[src/rtl/mul_seq_ctrl.sv]
// rtl/mul_seq_ctrl.sv - sequential shift-and-add multiplier sequencer driving a shared adder
//
// Computes the exact 2*XLEN-bit unsigned product of op_a and op_b, one
// partial-product add per cycle, using an adder that lives outside this block.
// Returns the low half (MUL) or the high half (MULHU) of the product.
//
// Ports:
//   clk, rst_n              clock, synchronous active-low reset
//   req_valid/req_ready     request handshake; req_hi selects the high half
//   op_a, op_b              multiplicand, multiplier
//   kill                    pipeline flush, abandons the current operation
//   resp_valid/resp_ready   response handshake; resp_data is the selected half
//   add_a/add_b/add_cin     operands driven to the shared adder
//   add_sum/add_cout        result returned by the shared adder

module mul_seq_ctrl #(
    parameter int XLEN      = 32,
    parameter bit ZERO_SKIP = 1'b0
) (
    input  logic            clk,
    input  logic            rst_n,
    input  logic            req_valid,
    output logic            req_ready,
    input  logic            req_hi,
    input  logic [XLEN-1:0] op_a,
    input  logic [XLEN-1:0] op_b,
    input  logic            kill,
    output logic            resp_valid,
    input  logic            resp_ready,
    output logic [XLEN-1:0] resp_data,
    output logic [XLEN-1:0] add_a,
    output logic [XLEN-1:0] add_b,
    output logic            add_cin,
    input  logic [XLEN-1:0] add_sum,
    input  logic            add_cout
);

    localparam int CW = $clog2(XLEN);
    localparam logic [CW-1:0] LAST_ITER = CW'(XLEN - 1);

    typedef enum logic [1:0] {
        ST_IDLE = 2'd0,
        ST_CALC = 2'd1,
        ST_DONE = 2'd2
    } state_t;

    state_t          state_q,      state_d;
    logic [CW-1:0]   count_q,      count_d;
    logic [XLEN-1:0] hi_q,         hi_d;
    logic [XLEN-1:0] lo_q,         lo_d;
    logic [XLEN-1:0] mcand_q,      mcand_d;
    logic            sel_hi_q,     sel_hi_d;
    logic            resp_valid_q, resp_valid_d;
    logic [XLEN-1:0] resp_data_q,  resp_data_d;

    logic            zero_op;

    assign zero_op    = (op_a == '0) || (op_b == '0);
    assign req_ready  = (state_q == ST_IDLE);
    assign resp_valid = resp_valid_q;
    assign resp_data  = resp_data_q;
    assign add_cin    = 1'b0;

    always_comb begin
        state_d      = state_q;
        count_d      = count_q;
        hi_d         = hi_q;
        lo_d         = lo_q;
        mcand_d      = mcand_q;
        sel_hi_d     = sel_hi_q;
        resp_valid_d = resp_valid_q;
        resp_data_d  = resp_data_q;
        add_a        = '0;
        add_b        = '0;

        case (state_q)
            ST_IDLE: begin
                // A request presented together with kill is dropped.
                if (req_valid && !kill) begin
                    mcand_d  = op_a;
                    lo_d     = op_b;
                    hi_d     = '0;
                    sel_hi_d = req_hi;
                    count_d  = '0;
                    state_d  = ST_CALC;
                    if (ZERO_SKIP && zero_op) begin
                        lo_d         = '0;
                        state_d      = ST_DONE;
                        resp_valid_d = 1'b1;
                        resp_data_d  = '0;
                    end
                end
            end

            ST_CALC: begin
                add_a = hi_q;
                add_b = lo_q[0] ? mcand_q : '0;
                // {hi,lo} shifts right by one with the sum on top; the adder
                // carry-out becomes the new hi MSB so no product bit is lost.
                hi_d    = {add_cout, add_sum[XLEN-1:1]};
                lo_d    = {add_sum[0], lo_q[XLEN-1:1]};
                count_d = count_q + CW'(1);
                if (count_q == LAST_ITER) begin
                    state_d      = ST_DONE;
                    resp_valid_d = 1'b1;
                    resp_data_d  = sel_hi_q ? hi_d : lo_d;
                end
            end

            ST_DONE: begin
                if (resp_ready) begin
                    state_d      = ST_IDLE;
                    resp_valid_d = 1'b0;
                end
            end

            default: begin
                state_d      = ST_IDLE;
                resp_valid_d = 1'b0;
            end
        endcase

        // Flush wins over every handshake in the same cycle.
        if (kill) begin
            state_d      = ST_IDLE;
            resp_valid_d = 1'b0;
        end
    end

    always_ff @(posedge clk) begin
        if (!rst_n) begin
            state_q      <= ST_IDLE;
            count_q      <= '0;
            hi_q         <= '0;
            lo_q         <= '0;
            mcand_q      <= '0;
            sel_hi_q     <= 1'b0;
            resp_valid_q <= 1'b0;
            resp_data_q  <= '0;
        end else begin
            state_q      <= state_d;
            count_q      <= count_d;
            hi_q         <= hi_d;
            lo_q         <= lo_d;
            mcand_q      <= mcand_d;
            sel_hi_q     <= sel_hi_d;
            resp_valid_q <= resp_valid_d;
            resp_data_q  <= resp_data_d;
        end
    end

endmodule

[config.mk]
export PLATFORM = sky130hd
export DESIGN_NAME = mul_seq_ctrl
export DESIGN_NICKNAME = d
export VERILOG_FILES = /design/src/rtl/mul_seq_ctrl.sv
export SDC_FILE = /design/constraint.sdc
export NUM_CORES = 1
export LEC_CHECK = 0
export BUFFER_PORTS_ARGS = -buffer_cell sky130_fd_sc_hd__buf_4
export CAP_MARGIN = 5
export CORE_MARGIN = 2
export CORE_UTILIZATION = 50
export DETAILED_ROUTE_END_ITERATION = 10
export PLACE_DENSITY = 0.82
export SYNTH_ARGS = -nofsm -noshare
export SYNTH_HDL_FRONTEND = slang
export SYNTH_SLANG_ARGS = --single-unit
[constraint.sdc]
create_clock -name clk -period 2.3 [get_ports clk]
set_input_delay 0.46 -clock clk [delete_from_list [all_inputs] [get_ports clk]]
set_output_delay 0.46 -clock clk [all_outputs]
set_load 0.02 [all_outputs]
==> summary.md, run 1 <==
| Metric | Value |
|---|---|
| Status | `completed` |
| Max Slew Vio Count | `0` |
| # DRC | `0` |
| Cells after Synth | `660` |
| Detail Placement HPWL | `10.8 mm` |
| Worst slew pin tran | `0.515 ns` |
| Max_slew headroom | `65.7%` |
| GRT Util Overall | `25.4%` |
| Sequential share of the synthesized area | `47.1%` |
| Die X | `112 um` |
| Avg Inst Size Synth | `8.82 um^2` |
| Antenna cells | `0` |
| Clock sinks | `137` |
| GP Congestion | `0.771` |
| Worst hold path class | `primary input to register` |
| CTS buffer count | `17` |
| Setup TNS | `0 ns` |
| Fin crit period | `2.18 ns` |
| CTS tree | `done` |
| Die ar. | `12,500 um^2` |
| Total global routing overflow | `0` |
| Drt total wl | `16.1 mm` |
| CP Class | `register to output pin` |
| PortBufs | `200` |
| Row Count | `39` |
| Hold Path Origin | `add_sum[27]` |
| Final Hold Viols | `0` |
| Share of layout cells above drive strength 1 | `30.8%` |
| Placed instance area | `7350 um^2` |
| # setup viols final | `0` |
| Routed len/inst | `16.3 um` |
| FF-to-FF End | `resp_data[16]$_SDFFE_PN0P_` |
| Fillers | `906` |
| Largest net degree at the start of global routing | `83` |
| Peak Freq | `459 MHz` |
| Die Y | `112 um` |
| Max-cap violations | `0` |
| Yosys cell types | `33` |
| First-pass GRT wire length | `25.9 mm` |
| FF-to-FF setup slack | `0.32 ns` |
| Power density cells | `726 nW/um^2` |
| Clock Skew | `0.00710 ns` |
| Worst Hold Path EP | `hi_q[26]$_SDFFE_PN0P_` |
| LEAKAGE | `3.55 nW` |
| Worst skew pair latency | `0.42 ns` |
| CTS Root Cell | `clkbuf_16` |
| Initial core utilization | `51.2%` |
| Boundary Pins | `202` |
| R2r startpoint | `count_q[0]$_SDFFE_PN0P_` |
| Crit-path max FO | `25` |
| Worst Hold Depth | `2` |
| Initial antenna violation count | `0` |
| Period utilization | `94.8%` |
| Vias per cell | `5.53` |
| Cell taking the most area after synthesis | `dfxtp_1` |
| RSZ-0062 raised after global routing | `no` |
| H-tree depth | `4` |
| Cell area after synthesis | `5820 um^2` |
| Worst EP required | `1.84 ns` |
| Core area | `11,400 um^2` |
| Starting DRC count in detailed routing | `359` |
| Detailed-route via count | `5,460` |
| Fin area | `7980 um^2` |
| Nets@finish | `936` |
| DR pass1 iterations | `5` |
| Arrival time of the worst setup path | `1.72 ns` |
| Most frequent cells in the layout | `214 x buf_4, 134 x dfxtp_1, 132 x nand2_1, 37 x nor2_1, 36 x a21oi_1` |
| Clock tree buffer depth | `2` |
| Hold WS | `0.259 ns` |
| Clk pin slew, worst setup/hold paths | `0.06 ns` |
| Number of global-route vias before repair | `5,192` |
| Synth area leaders | `dfxtp_1 47%, nand2_1 8.5%, mux2i_1 5.7%` |
| Yosys top cell area share | `47.1%` |
| VDD IR max | `0.473 mV` |
| Worst r2r path cells | `7` |
| Most common cell after layout, fill and taps aside | `buf_4` |
| Post-synthesis net count | `765` |
| Synth Register Bits | `137` |
| Number of synthesis warnings | `0` |
| Area delta synth->final | `37.1%` |
| CP endpoint kind | `output pin` |
| Critical path startpoint category | `register` |
| Routed Antenna Nets | `0` |
-- area by class of cell --
class,instances,area (um^2),area share [%]
repair buffers,219,1710,21.4
flip-flops and latches,137,2750,34.4
clock buffers,24,512,6.41
clock inverters,8,90.1,1.13
multi-input cells,455,2740,34.3
well taps,143,179,2.24
inverters,1,3.75,0.0470
-- worst max-delay path by stage --
| stage | from | endpoint | slack [ns] |
|---|---|---|---|
| 2_1_floorplan | state_q[0]$_SDFFE_PP0P_ | add_b[0] | 0.51 |
| 3_3_place_gp | state_q[0]$_SDFFE_PP0P_ | add_a[30] | 0.40 |
| 3_5_place_dp | state_q[0]$_SDFFE_PP0P_ | add_a[30] | 0.36 |
| 4_1_cts | state_q[0]$_SDFFE_PP0P_ | add_a[30] | 0.05 |
| 5_1_grt | state_q[0]$_SDFFE_PP0P_ | add_b[21] | 0.05 |
| 6_report | state_q[0]$_SDFFE_PP0P_ | add_b[12] | 0.12 |
-- per-layer routing --
layer | routed length, um | global-route usage (%) | vias up
met2 | 7750 | 41.4 | 229
li1 | - | - | 2674
met5 | 0 | 0 | -
met1 | 6690 | 31.7 | 2527
met3 | 1310 | 7.46 | 30
met4 | 384 | 10.5 | 0
-- critical path, stage by stage (launching register included) --
cell and delay [ns]:
dfxtp_2 0.45, nor2b_4 0.23, buf_4 0.25, and3_1 0.21, buf_4 0.15
-- cell families after synthesis --
group           synth area share (%)
compound gates                  20.4
simple gates                    20.3
buf+inv                         6.02
other cells                   0.0644
flops                           47.1
mux                             5.67
fa+ha+maj                      0.430
-- stage by stage --
stage,total power [mW],setup WS (ns),utilization [%],instances
after detailed placement,3.09,0.356,64.6,953
final,5.79,0.120,70.2,987
after CTS,5.82,0.0534,69.9,985
after global placement,3.07,0.395,64.6,953
after global routing,5.99,0.0506,70.2,987
after floorplan,2.86,0.514,-,660
-- registers in the layout, indices dropped and copies added, names as in the netlist --
signal and cells:
lo_q 32, mcand_q 32, resp_valid 1, count_q 5, sel_hi_q 1, resp_data 32
state_q 2, hi_q 32
-- Yosys cell counts --
master / number
nand2_1: 132
nor3_2: 1
buf_4: 5
buf_2: 19
or4b_1: 1
buf_1: 5
and3b_1: 2
clkbuf_1: 31
nand3_1: 2
o21ai_0: 1
nor2b_1: 1
a211oi_1: 32
ha_1: 2
and2_1: 32
conb_1: 1
nor4b_4: 1
nor4_1: 1
buf_6: 7
a21oi_1: 36
a211o_1: 1
mux2i_1: 33
nor2b_4: 1
a2bb2oi_1: 1
nand2_8: 1
dfxtp_1: 137
nor2_1: 37
o31ai_1: 32
a31oi_1: 32
o22ai_1: 1
inv_1: 1
a22o_1: 34
nand2b_1: 3
and3_1: 34
-- what timing repair did --
item	CTS	global route
gates resized for setup	1	1
setup buffers	0	1
hold endpoints to repair	0	0
pin swaps	0	0
gates cloned	0	1
hold buffers	0	0
setup endpoints to repair	41	19
-- power by group --
group / internal, mW / total, mW / switching [mW]
clock network: 1.76 / 2.74 / 0.983
registers: 2.47 / 2.54 / 0.0781
logic: 0.249 / 0.510 / 0.261
total: 4.47 / 5.79 / 1.32
Power figures use the tool's default switching activity.
==> run 2, diff against run 1 <==
--- a/config.mk
+++ b/config.mk
@@ -8,9 +8,9 @@
 export BUFFER_PORTS_ARGS = -buffer_cell sky130_fd_sc_hd__buf_4
 export CAP_MARGIN = 5
 export CORE_MARGIN = 2
-export CORE_UTILIZATION = 50
+export CORE_UTILIZATION = 54
 export DETAILED_ROUTE_END_ITERATION = 10
-export PLACE_DENSITY = 0.82
+export PLACE_DENSITY = 0.87
 export SYNTH_ARGS = -nofsm -noshare
 export SYNTH_HDL_FRONTEND = slang
 export SYNTH_SLANG_ARGS = --single-unit
==> constraint.sdc (replaced) <==
create_clock -name clk -period 2.65 [get_ports clk]
set_input_delay 0.53 -clock clk [delete_from_list [all_inputs] [get_ports clk]]
set_output_delay 0.53 -clock clk [all_outputs]
set_load 0.02 [all_outputs]
==> run 2 against run 1 <==
Net effect:
- clock power fell by 14%
- first-iteration DRC count fell by 11%
- clock skew rose by 0.0055 ns
- wire length fell by 0.52%
- utilization rose by 5.3 points
- combinational power fell by 15%
- critical path depth did not move
- global-route usage rose by 1.9 points
- critical endpoint is now add_b[30]
- largest cell class unchanged
- highest routed layer unchanged
==> summary.md, run 2 (synthesized netlist as in run 1, its figures left out) <==
| Metric | Value |
|---|---|
| Status | `completed` |
| LEAKAGE | `3.48 nW` |
| Core area | `10,400 um^2` |
| CTS buffer count | `17` |
| Peak Freq | `407 MHz` |
| Vias per cell | `5.76` |
| Power density cells | `637 nW/um^2` |
| Die X | `108 um` |
| FF-to-FF End | `resp_data[0]$_SDFFE_PN0P_` |
| Area delta synth->final | `35.0%` |
| Setup WS post-layout | `0.194 ns` |
| Critical path startpoint category | `register` |
| FF-to-FF setup slack | `0.36 ns` |
| Period utilization | `92.7%` |
| Worst r2r path cells | `7` |
| RSZ-0062 raised after global routing | `no` |
| Nets@finish | `928` |
| Dpl ws | `0.439 ns` |
| Crit-path max FO | `102` |
| Initial core utilization | `55.9%` |
| CTS Hold Buffers Added | `0` |
| Clock Skew | `0.0126 ns` |
| Max_slew headroom | `41.7%` |
| Most common cell after layout, fill and taps aside | `buf_4` |
| Final Hold Viols | `0` |
| Clk pin slew, worst setup/hold paths | `0.06 ns` |
| Drt total wl | `16.1 mm` |
| Worst slew pin tran | `0.873 ns` |
| Row Count | `37` |
| Post_cts resized | `0` |
| DR pass1 iterations | `5` |
| Max Slew Vio Count | `0` |
| Setup TNS | `0 ns` |
| Clock sinks | `137` |
| Placed instance area | `7270 um^2` |
| Starting DRC count in detailed routing | `321` |
| Arrival time of the worst setup path | `1.93 ns` |
| Worst EP required | `2.12 ns` |
| GR Layer Usage met1 | `32.7%` |
| Worst Hold Path EP | `hi_q[7]$_SDFFE_PN0P_` |
| Met3 usage | `7.75%` |
| CTS Root Cell | `clkbuf_8` |
| CP Class | `register to output pin` |
| Share of layout cells above drive strength 1 | `30.1%` |
| Initial antenna violation count | `0` |
| Routed len/inst | `16.5 um` |
| Fin crit period | `2.46 ns` |
| Detail Placement HPWL | `10.7 mm` |
| GR peak layer | `met2` |
| Total global routing overflow | `0` |
| H-tree depth | `4` |
| Hold WS | `0.232 ns` |
| Hold Path Origin | `add_sum[8]` |
| Number of global-route vias before repair | `5,374` |
| GRT Util Overall | `27.3%` |
| Routed Antenna Nets | `0` |
| First-pass GRT wire length | `25.5 mm` |
| VDD IR max | `0.390 mV` |
| # DRC | `0` |
| Worst skew pair latency | `0.52 ns` |
| R2r startpoint | `count_q[0]$_SDFFE_PN0P_` |
| # setup viols final | `0` |
| PortBufs | `200` |
| Met2 global-route usage | `47.2%` |
| Fin area | `7860 um^2` |
| Detailed-route via count | `5,602` |
| Max-cap violations | `0` |
| Die ar. | `11,600 um^2` |
| CTS tree | `done` |
| Worst Hold Depth | `2` |
| Clock tree buffer depth | `2` |
| Antenna cells | `0` |
| Worst hold path class | `primary input to register` |
| Buffers inserted by post-CTS timing repair | `0` |
| Largest net degree at the start of global routing | `103` |
| Die Y | `108 um` |
| GP Congestion | `0.785` |
| Total power | `5.01 mW` |
| Most frequent cells in the layout | `209 x buf_4, 135 x dfxtp_1, 132 x nand2_1, 37 x nor2_1, 36 x a21oi_1` |
| Boundary Pins | `202` |
| CP endpoint kind | `output pin` |
run 2: report_power, final:
group | internal, mW | switching [mW]
registers | 2.14 | 0.0630
logic | 0.204 | 0.230
clock network | 1.46 | 0.907
run 2: area by class of cell:
type / instances / area (um^2)
clock buffers: 18 / 428
clock inverters: 14 / 168
fillers: 726 / 2550
inverters: 1 / 3.75
multi-input cells: 455 / 2740
flip-flops and latches: 137 / 2750
well taps: 136 / 170
repair buffers: 211 / 1610
run 2: layer usage:
metal,up-vias,part of all wire (%)
li1,2661,-
met1,2660,40
met2,255,50
met3,26,8.4
met4,0,1.9
met5,-,0
run 2: critical path, cell delays in order (launching register included):
cell	delay, ns
dfxtp_2	0.44
nor2b_4	0.21
buf_12	0.36
and3_1	0.23
buf_4	0.15
run 2: worst max-delay path by stage:
stage	start	end	slack [ns]	cells past startpoint
after floorplan	state_q[0]$_SDFFE_PP0P_	add_b[0]	0.79	5
after global placement	kill	count_q[0]$_SDFFE_PN0P_	0.63	5
after detailed placement	count_q[0]$_SDFFE_PN0P_	resp_data[0]$_SDFFE_PN0P_	0.44	7
after CTS	state_q[0]$_SDFFE_PP0P_	add_b[30]	0.04	4
after global routing	state_q[0]$_SDFFE_PP0P_	add_b[30]	0.11	4
final	state_q[0]$_SDFFE_PP0P_	add_b[30]	0.19	4
run 2: per-stage QoR:
step,utilization (%),std cells
final,75.5,972
after global routing,75.5,972
after CTS,75.5,972
after detailed placement,69.8,940
after global placement,69.8,940
after floorplan,-,660
